<file path="src/rtl/multi_debounce_evt.sv">
// N-channel debouncer: two-flop synchroniser, saturating hysteretic integrator,
// registered edge pulses, long-press detection and sticky event flags.
module multi_debounce_evt #(
   parameter int               NUMCH      = 3,
   parameter int               NUMCYCLES  = 500_000,
   parameter int               LONGCYCLES = 50_000_000,
   parameter logic [NUMCH-1:0] INIT_LEVEL = {NUMCH{1'b0}}
) (
   input  logic             i_clk,
   input  logic             i_rst,
   input  logic [NUMCH-1:0] i_in,
   input  logic [NUMCH-1:0] i_clr,
   output logic [NUMCH-1:0] o_level,
   output logic [NUMCH-1:0] o_rise,
   output logic [NUMCH-1:0] o_fall,
   output logic [NUMCH-1:0] o_long,
   output logic [NUMCH-1:0] o_held,
   output logic [NUMCH-1:0] o_evt
);

   localparam int CW = $clog2(NUMCYCLES + 1);
   localparam int HW = $clog2(LONGCYCLES + 1);
   localparam logic [CW-1:0] CNT_MAX  = CW'(NUMCYCLES);
   localparam logic [HW-1:0] HOLD_MAX = HW'(LONGCYCLES);

   for (genvar ch = 0; ch < NUMCH; ch++) begin : g_ch
      logic          s1, s2;
      logic [CW-1:0] cnt, cnt_nxt;
      logic [HW-1:0] hold, hold_nxt;
      logic          level, level_nxt;
      logic          rise, fall;
      logic          lng, lng_nxt;
      logic          held, held_nxt;
      logic          evt, evt_nxt;

      always_comb begin
         cnt_nxt   = cnt;
         level_nxt = level;
         hold_nxt  = hold;
         lng_nxt   = 1'b0;
         held_nxt  = 1'b0;
         evt_nxt   = 1'b0;

         if (s2 && (cnt != CNT_MAX))
            cnt_nxt = cnt + 1'b1;
         else if (!s2 && (cnt != '0))
            cnt_nxt = cnt - 1'b1;

         // Level only moves at the integrator rails: full-range hysteresis.
         if (cnt_nxt == CNT_MAX)
            level_nxt = 1'b1;
         else if (cnt_nxt == '0)
            level_nxt = 1'b0;

         if (!level)
            hold_nxt = '0;
         else if (hold != HOLD_MAX)
            hold_nxt = hold + 1'b1;

         lng_nxt  = level && (hold != HOLD_MAX) && (hold_nxt == HOLD_MAX);
         held_nxt = level_nxt && (held || lng_nxt);
         evt_nxt  = (evt && !i_clr[ch]) || rise || lng;
      end

      always_ff @(posedge i_clk or posedge i_rst) begin
         if (i_rst) begin
            s1    <= INIT_LEVEL[ch];
            s2    <= INIT_LEVEL[ch];
            cnt   <= INIT_LEVEL[ch] ? CNT_MAX : '0;
            level <= INIT_LEVEL[ch];
            rise  <= 1'b0;
            fall  <= 1'b0;
            hold  <= '0;
            lng   <= 1'b0;
            held  <= 1'b0;
            evt   <= 1'b0;
         end else begin
            s1    <= i_in[ch];
            s2    <= s1;
            cnt   <= cnt_nxt;
            level <= level_nxt;
            rise  <= level_nxt && !level;
            fall  <= !level_nxt && level;
            hold  <= hold_nxt;
            lng   <= lng_nxt;
            held  <= held_nxt;
            evt   <= evt_nxt;
         end
      end

      assign o_level[ch] = level;
      assign o_rise[ch]  = rise;
      assign o_fall[ch]  = fall;
      assign o_long[ch]  = lng;
      assign o_held[ch]  = held;
      assign o_evt[ch]   = evt;
   end

endmodule

</file>
<file path="config.mk">
export PLATFORM = sky130hd
export DESIGN_NAME = multi_debounce_evt
export DESIGN_NICKNAME = d
export VERILOG_FILES = /design/src/rtl/multi_debounce_evt.sv
export SDC_FILE = /design/constraint.sdc
export NUM_CORES = 1
export LEC_CHECK = 0
export CAP_MARGIN = 20
export CELL_PAD_IN_SITES_DETAIL_PLACEMENT = 1
export CELL_PAD_IN_SITES_GLOBAL_PLACEMENT = 2
export CORE_UTILIZATION = 30
export DETAILED_ROUTE_END_ITERATION = 12
export HOLD_SLACK_MARGIN = 0.05
export PLACE_DENSITY_LB_ADDON = 0.2
export SLEW_MARGIN = 15
export SYNTH_ARGS = -nofsm -noshare
export SYNTH_HDL_FRONTEND = slang
export SYNTH_SLANG_ARGS = --single-unit
</file>
<file path="constraint.sdc">
create_clock -name i_clk -period 9.7 [get_ports i_clk]
set_input_delay 1.94 -clock i_clk [delete_from_list [all_inputs] [get_ports i_clk]]
set_output_delay 1.94 -clock i_clk [all_outputs]
set_load 0.02 [all_outputs]
</file>
==> results.py, run 1 <==
metrics = {
    "outcome": {
        "outcome": "complete, no violations",
    },
    "routing": {
        "first_iter_violations": 526,
        "wl_per_cell_microns": 17.26,
        "wl_mm": 26.53,
        "drc_errors": 0,
        "final_antenna_net_count": 0,
        "first_pass_iters": 4,
        "vias": 8167,
        "viasPerCell": 5.314,
    },
    "job": {
        "drv_cap": 0,
    },
    "critical_path": {
        "max_stage_delay_ns": 0.79,
        "arrival_ns": 1.97,
        "critPathKind": "reg -> out",
        "crit_chain": "clkdlybuf4s50_1",
        "crit_family": "flip-flops",
        "cp_num_buf_inv": 1,
        "crit_slowest_cell": "dfrtp_1",
        "end_kind": "primary output",
        "critPathRequiredTime_ns": 7.76,
        "path_max_fanout": 20,
        "crit_path_start_kind": "register",
    },
    "synth": {
        "ys_types": 76,
        "yosysWarnings": 0,
        "synth_seq_cells": 159,
        "synth_edf_count": 0,
        "synth-async-reset-ratio_pct": 100.0,
        "ys_seq_area_share_pct": 40.68,
        "syn_area_per_cell_sq_um": 8.788,
        "netlist_area_sq_um": 9781,
        "synth_nets": 1133,
        "synthCells": 1113,
        "ys.flop_type": "dfrtp_1",
    },
    "global_route": {
        "grt_pass1_wl_mm": 45.41,
        "grt_overflow": 0,
        "met3_usage_pct": 2.914,
        "grt_max_degree": 64,
        "grt_busiest_layer": "met2",
        "grt_usage_pct": 16.93,
        "grt.met1_usage_pct": 23.83,
        "grt_pass1_vias": 8535,
        "grt.met2_usage_pct": 27.01,
        "antenna_found_initial": 0,
    },
    "finish": {
        "drive_gt1_share_pct": 5.808,
        "nFillCells": 3701,
        "mostFrequentLayoutCells": "dfrtp_1 (159), nor2_1 (118), nand2_1 (69), nand3_1 (59), xnor2_1 (57)",
        "layout.nets": 1109,
        "multi_input_area_sq_um": 5265,
        "final_common_cell": "dfrtp_1",
        "regArea_sq_um": 3979,
        "syn_to_final_growth_pct": 11.64,
        "utilization_pct": 34.34,
        "num_antenna_cells": 0,
    },
    "clock_tree": {
        "clkSinkCount": 159,
        "clock_latency_ns": 0.44,
        "clockRootBuffer": "clkbuf_16",
        "clock_path_buffers": 2,
        "htreeDepth": 4,
        "cts_setup_buffers": 0,
        "post_cts_resized": 0,
        "cts_tree": "done",
        "cts_made_buffers": 17,
        "path_clk_slew_ns": 0.06,
        "postCtsHoldBufs": 0,
    },
    "sta": {
        "setup_ws_ns": 5.793,
        "hold_violations": 0,
        "rsz0062_at_grt": "no",
        "final_max_slew_viol_count": 0,
        "clock_skew_ns": 0.008124,
        "fmax_mhz": 256.0,
        "fin_tns_setup_ns": 0,
        "holdWs_ns": 0.3496,
        "period_share_pct": 40.27,
        "relSlewSlack_pct": 42.14,
        "finalSetupViolCount": 0,
        "period_needed_ns": 3.907,
        "worst_slew_pin_slew_ns": 0.8613,
    },
    "worst_hold_path": {
        "min_path_type": "reg -> reg",
    },
    "pwr": {
        "power_density_nw_per_um2": 207.4,
        "ir_drop_mv": 0.1383,
        "finalPower_uw": 2265,
        "p_leak_uw": 0.004093,
    },
    "die": {
        "die_x_microns": 182.6,
        "io-pin-count": 26,
        "core-area_sq_um": 31800,
        "start_util_pct": 30.76,
        "rows": 65,
        "die_h_microns": 182.6,
        "die_area_sq_um": 33330,
    },
    "placement": {
        "port_buffers": 25,
        "place.detailed.hpwl_mm": 19.22,
        "routabilityCongestion": 0.7976,
        "dpl_worst_slack_ns": 5.924,
    },
}
-- cells by family (layout without fill, tap and decap cells) --
family / after synthesis / in the layout / share of synthesized area [%]
xor gates and xnor gates: 97 / 97 / 8.686
and+or+nand+nor: 552 / 552 / 31.29
buffers and inverters: 124 / 113 / 5.552
DFF: 159 / 159 / 40.68
muxes: 7 / 7 / 0.7292
adders and majority gates: 12 / 12 / 1.535
AOI/OAI and AO/OA: 162 / 162 / 11.53
-- per-stage QoR --
stage	instance area, sq um	std cells
floorplan	9781	1113
global placement	10280	1505
detailed placement	10280	1505
CTS	10920	1537
global route	10920	1537
finish	10920	1537
-- where the power goes --
| part | leakage [uW] | total, uW | switching, uW | internal (uW) |
|---|---|---|---|---|
| Sequential | 0.00213 | 955 | 200 | 755 |
| Combinational | 0.00165 | 569 | 341 | 228 |
| Clock | 0.000309 | 740 | 293 | 447 |
-- flip-flops by register name (all words and copies together), names as in the netlist --
signal and flops:
g_ch.evt 3, g_ch.lng 3, g_ch.fall 3, g_ch.rise 3
g_ch.s2 3, g_ch.s1 3, g_ch.cnt 57, g_ch.level 3
g_ch.held 3, g_ch.hold 78
-- synth_stat cells, drive strengths merged (13+ instances only) --
cell	n	area (sq um)
o21ai	25	125.1
and2	22	137.6
or3	23	143.9
or4	24	187.7
and3	25	156.4
a21oi	32	163.9
o21a	13	97.59
buf	26	175.2
xor2	40	350.3
dfrtp	159	3979
nand4	42	262.8
nand3	59	295.3
nor4	34	234.0
nand2	69	259.0
nor3	52	265.3
clkbuf	49	183.9
inv	49	183.9
xnor2	57	499.2
nor2	118	442.9
-- per-layer routing --
metal	share of wire, %	vias to the layer above
li1	-	3981
met1	51	4102
met2	46	67
met3	2.2	17
met4	0.92	0
met5	0	-
-- final timing paths --
| kind | endpoint | slack [ns] | startpoint | cells after the start |
|---|---|---|---|---|
| max in group asynchronous | g_ch[1].hold[0]$_DFF_PP0_ | 6.62 | i_rst | 3 |
| hold reg to reg | g_ch[1].s2$_DFF_PP0_ | 0.35 | g_ch[1].s1$_DFF_PP0_ | 0 |
| setup reg to reg | g_ch[1].level$_DFF_PP0_ | 5.89 | g_ch[1].cnt[0]$_DFF_PP0_ | 9 |
| setup / recovery | o_level[0] | 5.79 | g_ch[0].level$_DFF_PP0_ | 1 |
| hold / removal | g_ch[1].s2$_DFF_PP0_ | 0.35 | g_ch[1].s1$_DFF_PP0_ | 0 |
| min in group asynchronous | g_ch[0].cnt[4]$_DFF_PP0_ | 1.96 | i_rst | 2 |
-- cell type report --
cell class,count,share of cell area (%)
Inverter,49,1.730
Tap cell,435,4.985
Sequential cell,159,36.44
Clock inverter,12,1.673
Multi-Input combinational cell,830,48.22
Clock buffer,20,4.182
Timing Repair Buffer,32,2.773
No activity file was read; power rests on OpenSTA's default activity.
==> inputs of run 2 (changes only) <==
==> constraint.sdc (replaced) <==
create_clock -name i_clk -period 3.6 [get_ports i_clk]
set_input_delay 0.72 -clock i_clk [delete_from_list [all_inputs] [get_ports i_clk]]
set_output_delay 0.72 -clock i_clk [all_outputs]
set_load 0.02 [all_outputs]
==> results.py, run 2 (synthesis results as in run 1) <==
metrics = {
    "global_route": {
        "grt_overflow": 0,
        "grt_pass1_vias": 8864,
        "grt_usage_pct": 17.85,
        "grt_pass1_wl_mm": 47.68,
        "grt_max_degree": 49,
        "antenna_found_initial": 0,
    },
    "clock_tree": {
        "htreeDepth": 4,
        "path_clk_slew_ns": 0.07,
        "clock_path_buffers": 2,
        "clkSinkCount": 159,
        "cts_made_buffers": 17,
        "clockRootBuffer": "clkbuf_16",
        "cts_tree": "done",
        "clock_latency_ns": 0.44,
    },
    "routing": {
        "final_antenna_net_count": 0,
        "vias": 8390,
        "drc_errors": 0,
        "first_pass_iters": 4,
        "first_iter_violations": 451,
        "viasPerCell": 5.280,
        "wl_mm": 27.82,
        "wl_per_cell_microns": 17.51,
    },
    "placement": {
        "routabilityCongestion": 0.8088,
        "port_buffers": 25,
        "dpl_worst_slack_ns": 0.1243,
        "place.detailed.hpwl_mm": 20.44,
    },
    "finish": {
        "regMostFlops": "g_ch.hold",
        "mostFrequentLayoutCells": "dfrtp_1 (159), nor2_1 (118), nand2_1 (68), nand3_1 (59), xnor2_1 (57)",
        "drive_gt1_share_pct": 10.66,
        "layout.nets": 1161,
        "top_regs": "g_ch.hold: 78 flops, g_ch.cnt: 57 flops",
        "final_common_cell": "dfrtp_1",
        "syn_to_final_growth_pct": 16.25,
        "largest_register_ffs": 78,
        "num_antenna_cells": 0,
    },
    "die": {
        "start_util_pct": 30.76,
        "die_h_microns": 182.6,
        "rows": 65,
        "die_x_microns": 182.6,
        "core-area_sq_um": 31800,
        "die_area_sq_um": 33330,
        "io-pin-count": 26,
    },
    "outcome": {
        "outcome": "complete, no violations",
    },
    "pwr": {
        "power_density_nw_per_um2": 557.9,
        "p_comb_share_pct": 31.0,
        "p_seq_share_pct": 38.4,
        "p_clk_share_pct": 30.7,
        "ir_drop_mv": 0.4229,
        "p_leak_uw": 0.004360,
        "p_switching_uw": 2337,
        "power_switching_share_pct": 36.85,
        "internal_power_uw": 4005,
    },
    "critical_path": {
        "ff2ff_setup_slack_ns": 0.16,
        "r2r-start": "g_ch[2].cnt[1]$_DFF_PP0_",
        "arrival_ns": 3.77,
        "critPathKind": "reg -> reg",
        "critPathRequiredTime_ns": 3.93,
        "crit_start": "g_ch[2].cnt[1]$_DFF_PP0_",
        "end_kind": "register",
        "path_max_fanout": 5,
        "crit_path_start_kind": "register",
    },
    "sta": {
        "holdWs_ns": 0.3492,
        "setup_ws_ns": 0.1588,
        "clock_skew_ns": 0.01000,
        "hold_violations": 0,
        "period_needed_ns": 3.441,
        "fmax_mhz": 290.6,
        "worst_slew_pin_slew_ns": 0.8451,
        "final_max_slew_viol_count": 0,
        "finalSetupViolCount": 0,
        "relSlewSlack_pct": 43.23,
        "period_share_pct": 95.59,
    },
    "job": {
        "drv_cap": 0,
    },
    "worst_hold_path": {
        "hp-start": "g_ch[0].s1$_DFF_PP0_",
        "min_path_type": "reg -> reg",
    },
}
-- run 2: cell count changes in the layout (fill, tap and decap cells not counted), sizes merged --
cell and delta:
clkinvlp +1, clkinv -1, buf +52, bufinv -1
clkbuf +1
-- run 2: critical path: stages (launching register included) --
cell and delay (ns):
dfrtp_1 0.42, inv_1 0.12, ha_2 0.22, or4b_1 0.49
or2_1 0.29, or3_4 0.38, a32oi_2 0.24, xnor2_1 0.10
or3_1 0.36, or4_1 0.57, o221a_2 0.15
-- run 2: timing repair --
item / CTS / global route
endpoints found under the setup margin: 0 / 7
hold buffers: 0 / 0
gates resized for setup: 0 / 8
buffers inserted: 0 / 1
-- run 2: power groups by stage --
stage	combinational [uW]	sequential, uW	clock, uW
final	1960	2430	1950
after global routing	2200	2480	2090
after CTS	1950	2420	2020
after detailed placement	1940	2450	0
after global placement	1940	2450	0
after floorplan	1370	2270	0
-- run 2: per-stage QoR --
stage / instances / total power, uW / utilization, % / instance area [sq um] / setup TNS, ns
floorplan: 1113 / 3635 / - / 9784 / 0
global placement: 1556 / 4393 / 33.65 / 10700 / 0
detailed placement: 1556 / 4394 / 33.65 / 10700 / 0
CTS: 1588 / 6390 / 35.61 / 11320 / 0
global route: 1589 / 6770 / 35.75 / 11370 / -0.05806
finish: 1589 / 6343 / 35.75 / 11370 / 0
-- run 2: routing by layer --
layer | global-route usage, % | wire length, microns | up-vias
met1 | 25.22 | 14090 | 4194
met3 | 3.353 | 706 | 29
met2 | 27.88 | 12690 | 90
li1 | - | - | 4077
met4 | 4.571 | 328 | 0
met5 | 0 | 0 | -
-- run 2: final timing paths --
check / endpoint / cells after the start
min in group asynchronous: g_ch[1].cnt[3]$_DFF_PP0_ / 2
max in group asynchronous: g_ch[1].hold[6]$_DFF_PP0_ / 3
min: g_ch[0].s2$_DFF_PP0_ / 0
max: g_ch[2].held$_DFF_PP0_ / 10
min reg2reg: g_ch[0].s2$_DFF_PP0_ / 0
max reg2reg: g_ch[2].held$_DFF_PP0_ / 10
-- run 2: layout make-up --
class / instances / area (sq um)
Timing Repair Buffer: 84 / 730.7
Clock inverter: 11 / 153.9
Fill cell: 3653 / 20430
Sequential cell: 159 / 3979
Tap cell: 435 / 544.3
Clock buffer: 21 / 470.5
Inverter: 49 / 187.7
Multi-Input combinational cell: 830 / 5304
